--- config.mk ---
export PLATFORM = sky130hd
export DESIGN_NAME = regfile_wr_arbiter
export DESIGN_NICKNAME = d
export VERILOG_FILES = /design/src/rtl/regfile_wr_arbiter.sv
export SDC_FILE = /design/constraint.sdc
export NUM_CORES = 1
export LEC_CHECK = 0
export CAP_MARGIN = 10
export CORE_ASPECT_RATIO = 0.6
export CORE_MARGIN = 3
export CORE_UTILIZATION = 41
export DETAILED_ROUTE_END_ITERATION = 7
export HOLD_SLACK_MARGIN = 0.1
export PLACE_DENSITY = 0.81
export SLEW_MARGIN = 20
export SYNTH_ARGS = -nofsm -noshare
export SYNTH_HDL_FRONTEND = slang
export SYNTH_SLANG_ARGS = --single-unit
--- constraint.sdc ---
create_clock -name clk -period 2.28 [get_ports clk]
set_clock_uncertainty 0.05 [all_clocks]
set_input_delay 0.456 -clock clk [delete_from_list [all_inputs] [get_ports clk]]
set_output_delay 0.456 -clock clk [all_outputs]
set_load 0.02 [all_outputs]
--- src/rtl/regfile_wr_arbiter.sv ---
// regfile_wr_arbiter: shares the regfile write port between WB and a multi-cycle unit, tracks pending regs
module regfile_wr_arbiter #(
  parameter int MAX_OUT    = 4,
  parameter int STARVE_LIM = 3
) (
  input  logic        clk,
  input  logic        rst_n,
  input  logic        i_wb_we,
  input  logic [4:0]  i_wb_wa,
  input  logic [31:0] i_wb_wd,
  input  logic        i_mc_valid,
  input  logic [4:0]  i_mc_wa,
  input  logic [31:0] i_mc_wd,
  output logic        o_mc_ready,
  input  logic        i_iss_en,
  input  logic [4:0]  i_iss_wa,
  output logic        o_iss_ready,
  input  logic [4:0]  i_ra1,
  input  logic [4:0]  i_ra2,
  output logic        o_busy1,
  output logic        o_busy2,
  output logic        o_stall_req,
  output logic        o_we3,
  output logic [4:0]  o_wa3,
  output logic [31:0] o_wd3
);
  localparam int CW = $clog2(MAX_OUT + 1);
  localparam int WW = $clog2(STARVE_LIM + 2);
  typedef enum logic [1:0] {IDLE, WAIT, FORCE} state_t;
  state_t         r_state, w_state_nxt;
  logic [WW-1:0]  r_wait_cnt, w_wait_nxt;
  logic [31:0]    r_pending, w_pending_nxt;
  logic [CW-1:0]  r_out_cnt, w_out_nxt;
  logic           w_iss, w_xfer;
  // Writeback always wins the port; a $0 destination is consumed but never written
  always_comb begin
    o_mc_ready = i_mc_valid & ~i_wb_we;
    o_wa3      = i_wb_we ? i_wb_wa : (i_mc_valid ? i_mc_wa : 5'd0);
    o_wd3      = i_wb_we ? i_wb_wd : (i_mc_valid ? i_mc_wd : 32'd0);
    o_we3      = (i_wb_we | i_mc_valid) & (o_wa3 != 5'd0);
  end
  // Starvation FSM state and wait counter
  always_ff @(posedge clk or negedge rst_n) begin
    if (!rst_n) begin
      r_state    <= IDLE;
      r_wait_cnt <= '0;
    end else begin
      r_state    <= w_state_nxt;
      r_wait_cnt <= w_wait_nxt;
    end
  end
  // Count un-granted cycles of a valid MC result and escalate to a forced slot at the limit
  always_comb begin
    w_state_nxt = r_state;
    w_wait_nxt  = r_wait_cnt;
    case (r_state)
      IDLE: if (i_mc_valid & ~o_mc_ready) begin
        w_wait_nxt  = WW'(1);
        w_state_nxt = (STARVE_LIM <= 1) ? FORCE : WAIT;
      end
      WAIT: if (o_mc_ready) begin
        w_state_nxt = IDLE;
        w_wait_nxt  = '0;
      end else begin
        w_wait_nxt  = r_wait_cnt + 1'b1;
        w_state_nxt = (w_wait_nxt >= WW'(STARVE_LIM)) ? FORCE : WAIT;
      end
      FORCE: if (o_mc_ready) begin
        w_state_nxt = IDLE;
        w_wait_nxt  = '0;
      end
      default: begin
        w_state_nxt = IDLE;
        w_wait_nxt  = '0;
      end
    endcase
  end
  // Stall request is a pure decode of the registered state
  always_comb o_stall_req = (r_state == FORCE);
  assign w_iss  = i_iss_en & o_iss_ready;
  assign w_xfer = i_mc_valid & o_mc_ready;
  // Clear the completing register first so a same-cycle issue to it stays pending
  always_comb begin
    w_pending_nxt = (r_pending & ~(32'(w_xfer) << i_mc_wa)) | (32'(w_iss & (i_iss_wa != 5'd0)) << i_iss_wa);
    w_out_nxt     = (w_iss & ~w_xfer & (r_out_cnt < CW'(MAX_OUT))) ? r_out_cnt + 1'b1 :
                    (w_xfer & ~w_iss & (r_out_cnt != '0)) ? r_out_cnt - 1'b1 : r_out_cnt;
  end
  // Scoreboard and outstanding-op counter
  always_ff @(posedge clk or negedge rst_n) begin
    if (!rst_n) begin
      r_pending <= '0;
      r_out_cnt <= '0;
    end else begin
      r_pending <= w_pending_nxt;
      r_out_cnt <= w_out_nxt;
    end
  end
  // Source busy lookup reads only registered state, so no same-cycle bypass
  always_comb begin
    o_iss_ready = r_out_cnt < CW'(MAX_OUT);
    o_busy1     = (i_ra1 != 5'd0) & r_pending[i_ra1];
    o_busy2     = (i_ra2 != 5'd0) & r_pending[i_ra2];
  end
endmodule

Word level (Yosys, flattened, before mapping)
Index checks and enable logic that the tools add are counted.
W data, S select, Z words.
{ "word_totals": {"ff_bits": 40, "mem_bits_ro": 0, "input_bits": 94, "ram_bits": 0, "latchBits": 0, "memories": 0, "wordCells": 64, "out_inout_bits": 43} }
{ "classes": {"order_cmp": 4, "n_div": 0, "muxes": 19, "shift": 2, "reduce_logical": 8, "n_eq_ne": 4, "n_addsub": 3, "multipliers": 0, "bitwise_logic": 20} }
{ "op_table": {"columns": ["op", "n"], "rows": [
  ["$mux W32", 2],
  ["$shl A1 B5 Y32", 2],
  ["$and A32 B32 Y32", 1],
  ["$not A32 Y32", 1],
  ["$or A32 B32 Y32", 1],
  ["$reduce_bool A5 Y1", 4],
  ["$mux W3", 5],
  ["$and A1 B1 Y1", 12],
  ["$lt A5 B6 Y1 const B", 2],
  ["$bmux W1 S5", 2],
  ["$mux W5", 2],
  ["$pmux W3 S3", 1],
  ["$mux W2", 4],
  ["$add A3 B1 Y3 const B", 2],
  ["$pmux W2 S3", 1],
  ["$ne A2 B2 Y1 const B", 2],
  ["$not A1 Y1", 4],
  ["$ge A3 B2 Y1 const B", 1],
  ["$lt A3 B3 Y1 const B", 1],
  ["$reduce_bool A3 Y1", 1],
  ["$sub A3 B1 Y3 const B", 1],
  ["$eq A2 B1 Y1 const B", 1],
  ["$eq A2 B2 Y1 const B", 1],
  ["$logic_not A2 Y1", 1],
  ["other kinds (4)", 5]
]} }

Longest topological paths before layout
Gate-level depths: netlist of the first run.
{ "depth": {"ltp_word": 7, "ltp_mapped": 8, "ltp_nobuf": 6} }

Worst setup path before layout of the first run
No wires, ideal clock.
{ "synth_timing": {"kind": "in2out", "from": "input i_wb_we", "to": "output o_we3", "stages": 5, "required_ns": 1.774, "t_arrival_ns": 1.611, "path_buffers": 2, "slack_ns": 0.163, "cell_sequence": "buf_2 -> buf_2 -> o21ai_0 -> nor2_1 -> nand2_1"} }
{ "synth_between": {"elab_chain_len": 3, "elab_cells_between_ends": 4, "classes_between": "1 x mux; 2 x bitwise; 1 x reduce/logical"} }
{ "synth_lines": {"columns": ["item", "line_no", "text"], "rows": [
  ["start: declaration", "8", "input logic i_wb_we,"],
  ["$mux W5", "38", "o_wa3 = i_wb_we ? i_wb_wa : (i_mc_valid ? i_mc_wa : 5'd0);"],
  ["via o_wa3[1]", "24", "output logic [4:0] o_wa3,"],
  ["$reduce_bool A5 Y1", "40", "o_we3 = (i_wb_we | i_mc_valid) & (o_wa3 != 5'd0);"],
  ["$and A1 B1 Y1", "40", null],
  ["end: declaration", "23", "output logic o_we3,"]
]} }
The timed path passes the listed nets, and every way through them passes these cells.

Worst setup path after layout of the first run
{ "layout_timing": {"from": "register r_pending[24]", "to": "output o_busy2"} }
{ "layout_between": {"elab_chain_len": 3} }
{ "layout_lines": {"columns": ["item", "line_no", "text"], "rows": [
  ["start: declaration", "32", "logic [31:0] r_pending, w_pending_nxt;"],
  ["start signal: assignment", "94", "r_pending <= w_pending_nxt;"],
  ["$bmux W1 S5", "102", "o_busy2 = (i_ra2 != 5'd0) & r_pending[i_ra2];"],
  ["$mux W1 (not written as such)", "102", null],
  ["$and A1 B1 Y1", "102", null],
  ["end: declaration", "21", "output logic o_busy2,"]
]} }
No other way between the ends. The select of a mux whose other input is x is not followed.

==> results of run 1 <==
[metrics by stage]
stage | area (µm²) | instances | power, mW
after floorplan | 2840 | 325 | 1.46
after global routing | 4650 | 576 | 2.80
after detailed placement | 4530 | 568 | 1.99
after CTS | 4630 | 575 | 2.65
after global placement | 4530 | 568 | 1.94
final | 4650 | 576 | 2.67
[power by group through the flow]
stage / Sequential [mW] / Clock, mW / Combinational (mW)
3_3_place_gp: 0.951 / 0 / 0.986
4_1_cts: 0.952 / 0.701 / 0.995
6_report: 0.966 / 0.693 / 1.01
2_1_floorplan: 0.895 / 0 / 0.563
5_1_grt: 0.975 / 0.732 / 1.09
3_5_place_dp: 0.961 / 0 / 1.03
[repair_timing]
action	in CTS	in global routing
resized for setup	78	10
setup endpoints to repair	43	6
setup buffers	0	1
pin swaps	4	3
[routing by layer]
layer	global-route usage [%]	wire [µm]
met1	41.4	5070
met2	44.8	5470
met3	7.79	1290
met4	7.33	219
met5	0	0
[kinds of logic after synthesis]
kind of cell    after synthesis
flops                        39
buf+inv                      23
xor+xnor                      3
simple gates                100
fa+ha+maj                     3
compound gates              133
mux                          24
[final cells by class]
class / count / share of cell area (%)
Multi-Input combinational cell: 263 / 38.4
Sequential cell: 39 / 21.0
Clock buffer: 5 / 2.69
Inverter: 4 / 0.323
Tap cell: 84 / 2.26
Clock inverter: 3 / 0.431
Timing Repair Buffer: 178 / 34.8
[state kept, by name (all words and copies together) (netlist names)]
signal,count
r_pending,31
r_wait_cnt,3
r_state,2
r_out_cnt,3
[placed cells by master, fill, tap and decap left out, drive strengths merged, types with 7 or more instances in the layout]
cell type	synthesis	layout
a21oi	14	14
a22o	33	33
buf	12	47
clkbuf	7	7
clkdlybuf4s50	0	86
dfrtp	39	39
dlygate4sd2	0	39
mux2i	16	16
nand2	26	26
nand2b	9	9
nand3	16	16
nor2	17	17
nor2b	12	12
o21ai	68	68
[worst max-delay path by stage]
stage                  startpoint      end  slack [ps]
CTS                      i_ra1[0]  o_busy1        -130
global route        r_pending[26]  o_busy1        -100
finish              r_pending[24]  o_busy2        -100
global placement         i_ra2[1]  o_busy2        -800
floorplan                 i_wb_we    o_we3         160
detailed placement       i_ra1[1]  o_busy1        -870
[worst register-to-register path, delay by kind of cell, from the launching register on]
family,cells,cell delay (ps)
AOI/OAI and AO/OA,2,470
and+or+nand+nor,3,380
DFF,1,430
adders and majority gates,1,500
==> summary.txt, run 1 <==
Run status
  • Status: finished, violations left
  • Failing checks: negative setup slack

Layout
  • Share of layout cells above drive strength 1: 15.2%
  • Multi-input logic area: 1790 µm²
  • # nets final: 588
  • ANT cells: 0
  • Fill cells: 525
  • Final Core Density: 72.4%
  • Register Area: 977 µm²
  • Layout area overhead: 63.6%

Floorplan
  • Core Area: 6410 µm²
  • Die H: 70.5 µm
  • Ports: 137
  • Site row count: 22
  • Die Width: 113 µm
  • Die ar.: 7990 µm²
  • Initial Utilization: 44.3%

Placement
  • Port Buffer Count: 136
  • Post-Place Setup Slack: -870 ps
  • Gpl congestion: 0.915
  • Detailed placer's ending HPWL: 9600 µm

CTS
  • H-Tree Depth: 2
  • Sink Count: 39
  • Total CTS buffers: 5
  • Clk buf depth: 2
  • Hold-fix buffers, CTS: 0
  • Worst-skew pair later-pin latency: 280 ps
  • Root Buffer: clkbuf_16
  • CTS clk-pin slew, worst paths: 60 ps
  • CTS tree: done

Route
  • Iter 0 DRT Violations: 315
  • Antenna viol nets, final: 0
  • Via count: 3,421
  • First drt pass iteration count: 5
  • Via/cell ratio: 5.94
  • Post-DR wirelength/cell: 20.9 µm
  • DRC violations left: 0
  • Routed WL: 12,100 µm

Synth
  • Post-synthesis mux area share: 11.5%
  • Main combinational cell family by area after synthesis: compound AO/OA/AOI/OAI gates
  • Synthesized Nets: 422
  • Synth cell types: 40
  • Cell taking the most area after synthesis: dfrtp_1
  • Top FF cell, synth: dfrtp_1
  • Compound-Gate Fraction of Synth Area: 29.9%
  • Post-Synth Simple-Gate Area: 18.1%
  • Synth cell count leaders: o21ai_0 (68), dfrtp_1 (39), a22o_1 (33)
  • Cell Area, Synth: 2840 µm²
  • Synthesis warning total: 0
  • Synth Area in XOR/XNOR: 0.925%
  • Register area share after synthesis: 34.4%
  • Largest cells by area after synthesis: dfrtp_1 (34%), o21ai_0 (12%), a22o_1 (10%)
  • Ys async rst share: 100%
  • #FFs+latches synth: 39
  • Post-synth EDFFs: 0
  • Post-synth top area share: 34.4%
  • Most frequent cell after synthesis: o21ai_0
  • Number of cells produced by synthesis: 325
  • Avg Inst Size Synth: 8.74 µm²
  • Synth Area in Adders: 1.59%

Timing
  • Slew of the pin with the lowest slew margin: 519 ps
  • Max Slew Vio Count: 0
  • Setup repair after global routing missed its margin: yes
  • Hold_ws: 170 ps
  • Final TNS setup: -155 ps
  • Setup violators final: 2
  • Crit path time final: 2380 ps
  • Max-slew headroom: 65.4%
  • Final hold viol count: 0
  • Fmax: 421 MHz
  • Final worst slack: -96.8 ps
  • Period utilization: 104%

GRT
  • Congestion Overflow GR: 0
  • First-pass GRT wire length: 18,200 µm
  • GRT Util Overall: 29.4%
  • Initial antenna violation count: 0
  • Largest net degree at the start of global routing: 40
  • Vias in the first global route: 3,344

Setup path
  • R2r endpoint: r_out_cnt[1]
  • Critical Path End Type: output pin
  • WP data required: 1770 ps
  • Reg-to-reg startpoint: r_out_cnt[2]
  • R2R cell count: 6
  • Worst reg2reg setup slack: 340 ps
  • Crit path max-delay cell type: mux4_2
  • Critical Path Fanout Max: 3
  • Worst path bufs/invs: 1
  • Top delay family on crit path: compound AO/OA/AOI/OAI gates
  • Crit-path cells: mux4_2 > o22a_1 > a22oi_1 > o211ai_1 > buf_4
  • Worst setup SP type: register
  • Critical Path Stages: 5
  • Setup CP Type: register to output pin
  • Worst Path Arrival: 1870 ps
  • Max incr delay on CP: 470 ps

Pwr
  • Gate power share: 37.9%
  • Psw: 0.948 mW
  • Sequential Power Share: 36.2%
  • P_leak: 2.05 nW
  • Clock network fraction of total power: 25.9%
  • Pint: 1.72 mW
  • Worst VDD drop: 329 µV
  • Net Sw Frac: 35.5%
  • Cell Pwr Density: 575 nW/µm²

Job
  • Max-cap violations: 0

Hold path
  • HP Class: input pin to asynchronous set/reset pin
(Power assumes the default switching activity.)
==> run 2: changes to the inputs <==
--- a/config.mk
+++ b/config.mk
@@ -7,9 +7,9 @@
 export LEC_CHECK = 0
 export CAP_MARGIN = 10
 export CORE_ASPECT_RATIO = 0.6
-export CORE_MARGIN = 3
 export CORE_UTILIZATION = 41
 export DETAILED_ROUTE_END_ITERATION = 7
+export GPL_TIMING_DRIVEN = 0
 export HOLD_SLACK_MARGIN = 0.1
 export PLACE_DENSITY = 0.81
 export SLEW_MARGIN = 20
==> run 2 against run 1 <==
Effect of this change:
- the run still ends with negative setup slack left
- flip-flop and latch count unchanged
- non-clock buffer count down 21
- power is 3.8% higher
- cell area is 2.5% lower
- via count fell by 3.9%
- sequential share of layout area is 0.50 points higher
- global-route usage rose by 1.2 points
- die area down 9.0%
- register-to-register slack better by 30 ps
- utilization down 4.6 points
- final cell count fell by 3.1%
- largest cell class unchanged
==> summary.txt, run 2 (synthesized netlist as in run 1, its figures left out) <==
Timing
  • Fmax: 426 MHz
  • Crit path time final: 2350 ps
  • Slew of the pin with the lowest slew margin: 452 ps
  • Period utilization: 103%
  • Max Slew Vio Count: 0
  • Final worst slack: -69.1 ps
  • Final hold viol count: 0
  • Max-slew headroom: 69.9%
  • Setup violators final: 2
  • Setup repair after global routing missed its margin: yes

Floorplan
  • Die H: 66.5 µm
  • Initial Utilization: 42.5%
  • Core Area: 6680 µm²
  • Site row count: 23
  • Die ar.: 7280 µm²
  • Ports: 137
  • Die Width: 109 µm

Job
  • Max-cap violations: 0

Route
  • Antenna viol nets, final: 0
  • Iter 0 DRT Violations: 304
  • DRC violations left: 0
  • Post-DR wirelength/cell: 19.7 µm
  • Routed WL: 11,000 µm
  • Via count: 3,287
  • Via/cell ratio: 5.89
  • First drt pass iteration count: 7

Setup path
  • Critical Path Fanout Max: 3
  • Crit path max-delay cell type: mux4_2
  • Reg-to-reg startpoint: r_out_cnt[2]
  • Worst path bufs/invs: 1
  • Critical Path Stages: 5
  • Critical Path End Type: output pin
  • WP data required: 1770 ps
  • CP Launch Point: r_pending[26]
  • Crit-path cells: mux4_2 > o22a_1 > a22oi_2 > o211ai_1 > buf_4
  • R2r endpoint: r_out_cnt[1]
  • Top delay family on crit path: compound AO/OA/AOI/OAI gates
  • Worst Path Arrival: 1840 ps
  • Setup CP Type: register to output pin
  • End point of the critical path: o_busy2
  • R2R cell count: 6
  • Worst setup SP type: register
  • Worst reg2reg setup slack: 370 ps
  • Max incr delay on CP: 480 ps

Layout
  • Multi-input logic area: 1790 µm²
  • Largest register FFs: 31
  • Register Area: 976 µm²
  • Fill cells: 563
  • Top reg by flops: r_pending
  • Share of layout cells above drive strength 1: 14.4%
  • Final cell count without fillers: 558
  • Layout area overhead: 59.6%
  • Commonest non-fill, non-tap cell in the layout: clkdlybuf4s50_1
  • Most frequent cells in the layout: clkdlybuf4s50_1 (81), o21ai_0 (65), dfrtp_1 (39), a22o_1 (33), dlygate4sd2_1 (28)
  • # nets final: 567
  • ANT cells: 0
  • Largest regs: r_pending x31, r_out_cnt x3, r_wait_cnt x3

Pwr
  • P_leak: 1.97 nW
  • Cell Pwr Density: 612 nW/µm²
  • Overall power: 2.77 mW
  • Worst VDD drop: 328 µV

CTS
  • H-Tree Depth: 2
  • Sink Count: 39
  • Clk buf depth: 2
  • Worst-skew pair later-pin latency: 280 ps
  • CTS tree: done
  • Total CTS buffers: 5
  • Root Buffer: clkbuf_16
  • CTS clk-pin slew, worst paths: 60 ps

Placement
  • Detailed placer's ending HPWL: 8510 µm
  • Placed cells: 548
  • Port Buffer Count: 135
  • Gpl congestion: 0.829

Run status
  • Status: finished, violations left
  • Failing checks: negative setup slack

Hold path
  • HP Class: input pin to register
  • Hold path depth: 2

GRT
  • First-pass GRT wire length: 16,300 µm
  • Vias in the first global route: 3,042
  • Congestion Overflow GR: 0
  • Largest net degree at the start of global routing: 23
  • GRT Util Overall: 30.7%
  • Initial antenna violation count: 0
[run 2: changes by cell type in the layout (fill, tap and decap cells not counted), moves of 3 or more]
| cell | change |
|---|---|
| buf_4 | -30 |
| dlygate4sd2_1 | -11 |
| clkbuf_2 | +8 |
| clkdlybuf4s15_2 | +8 |
| clkdlybuf4s50_1 | -5 |
| buf_2 | +3 |
[run 2: how the worst min path moves through the flow]
stage                     slack (ps)          start            end
after detailed placement         370          rst_n  r_pending[20]
final                            430     i_mc_valid  r_wait_cnt[2]
after global placement           470  r_pending[31]  r_pending[31]
after CTS                        420     i_mc_valid  r_wait_cnt[2]
after global routing             440     i_mc_valid  r_wait_cnt[2]
after floorplan                  110          rst_n   r_out_cnt[0]
[run 2: per-layer routing]
metal	vias to the layer above	global-route usage [%]	wire length [µm]
met3	8	8.51	1080
li1	1520	-	-
met5	-	0	0
met4	0	5.33	65
met1	1595	45.4	4950
met2	164	44.4	4920
[run 2: power breakdown]
group          leakage (nW)  total [mW]  switching, mW  internal [mW]
clock                0.0868       0.820          0.276          0.544
combinational          1.36       0.985          0.493          0.492
sequential            0.516       0.967          0.164          0.803
[run 2: what timing repair did]
item | 4_1_cts | 5_1_grt
endpoints found under the hold margin | 17 | 0
setup endpoints to repair | 42 | 12
hold buffers | 1 | 0
pin swaps | 2 | 4
setup buffers | 2 | 0
resized for setup | 127 | 18
[run 2: final cells by class]
cell class,instances,share of cell area (%)
Tap cell,87,2.40
Clock buffer,6,3.06
Timing Repair Buffer,139,29.1
Inverter,4,0.387
Multi-Input combinational cell,263,39.5
Clock inverter,2,0.773
Sequential cell,39,21.5
Buffer,18,3.20
[run 2: per-stage QoR]
step	setup TNS (ps)	hold WS (ps)	util (%)	setup WS [ps]	cell area [µm²]
6_report	-125	429	67.9	-69.1	4530
5_1_grt	-209	443	67.9	-116	4530
4_1_cts	-124	424	68.2	-63.8	4550
3_5_place_dp	-26860	371	64.7	-902	4320
3_3_place_gp	-35080	466	64.4	-964	4300
2_1_floorplan	0	110	-	163	2840
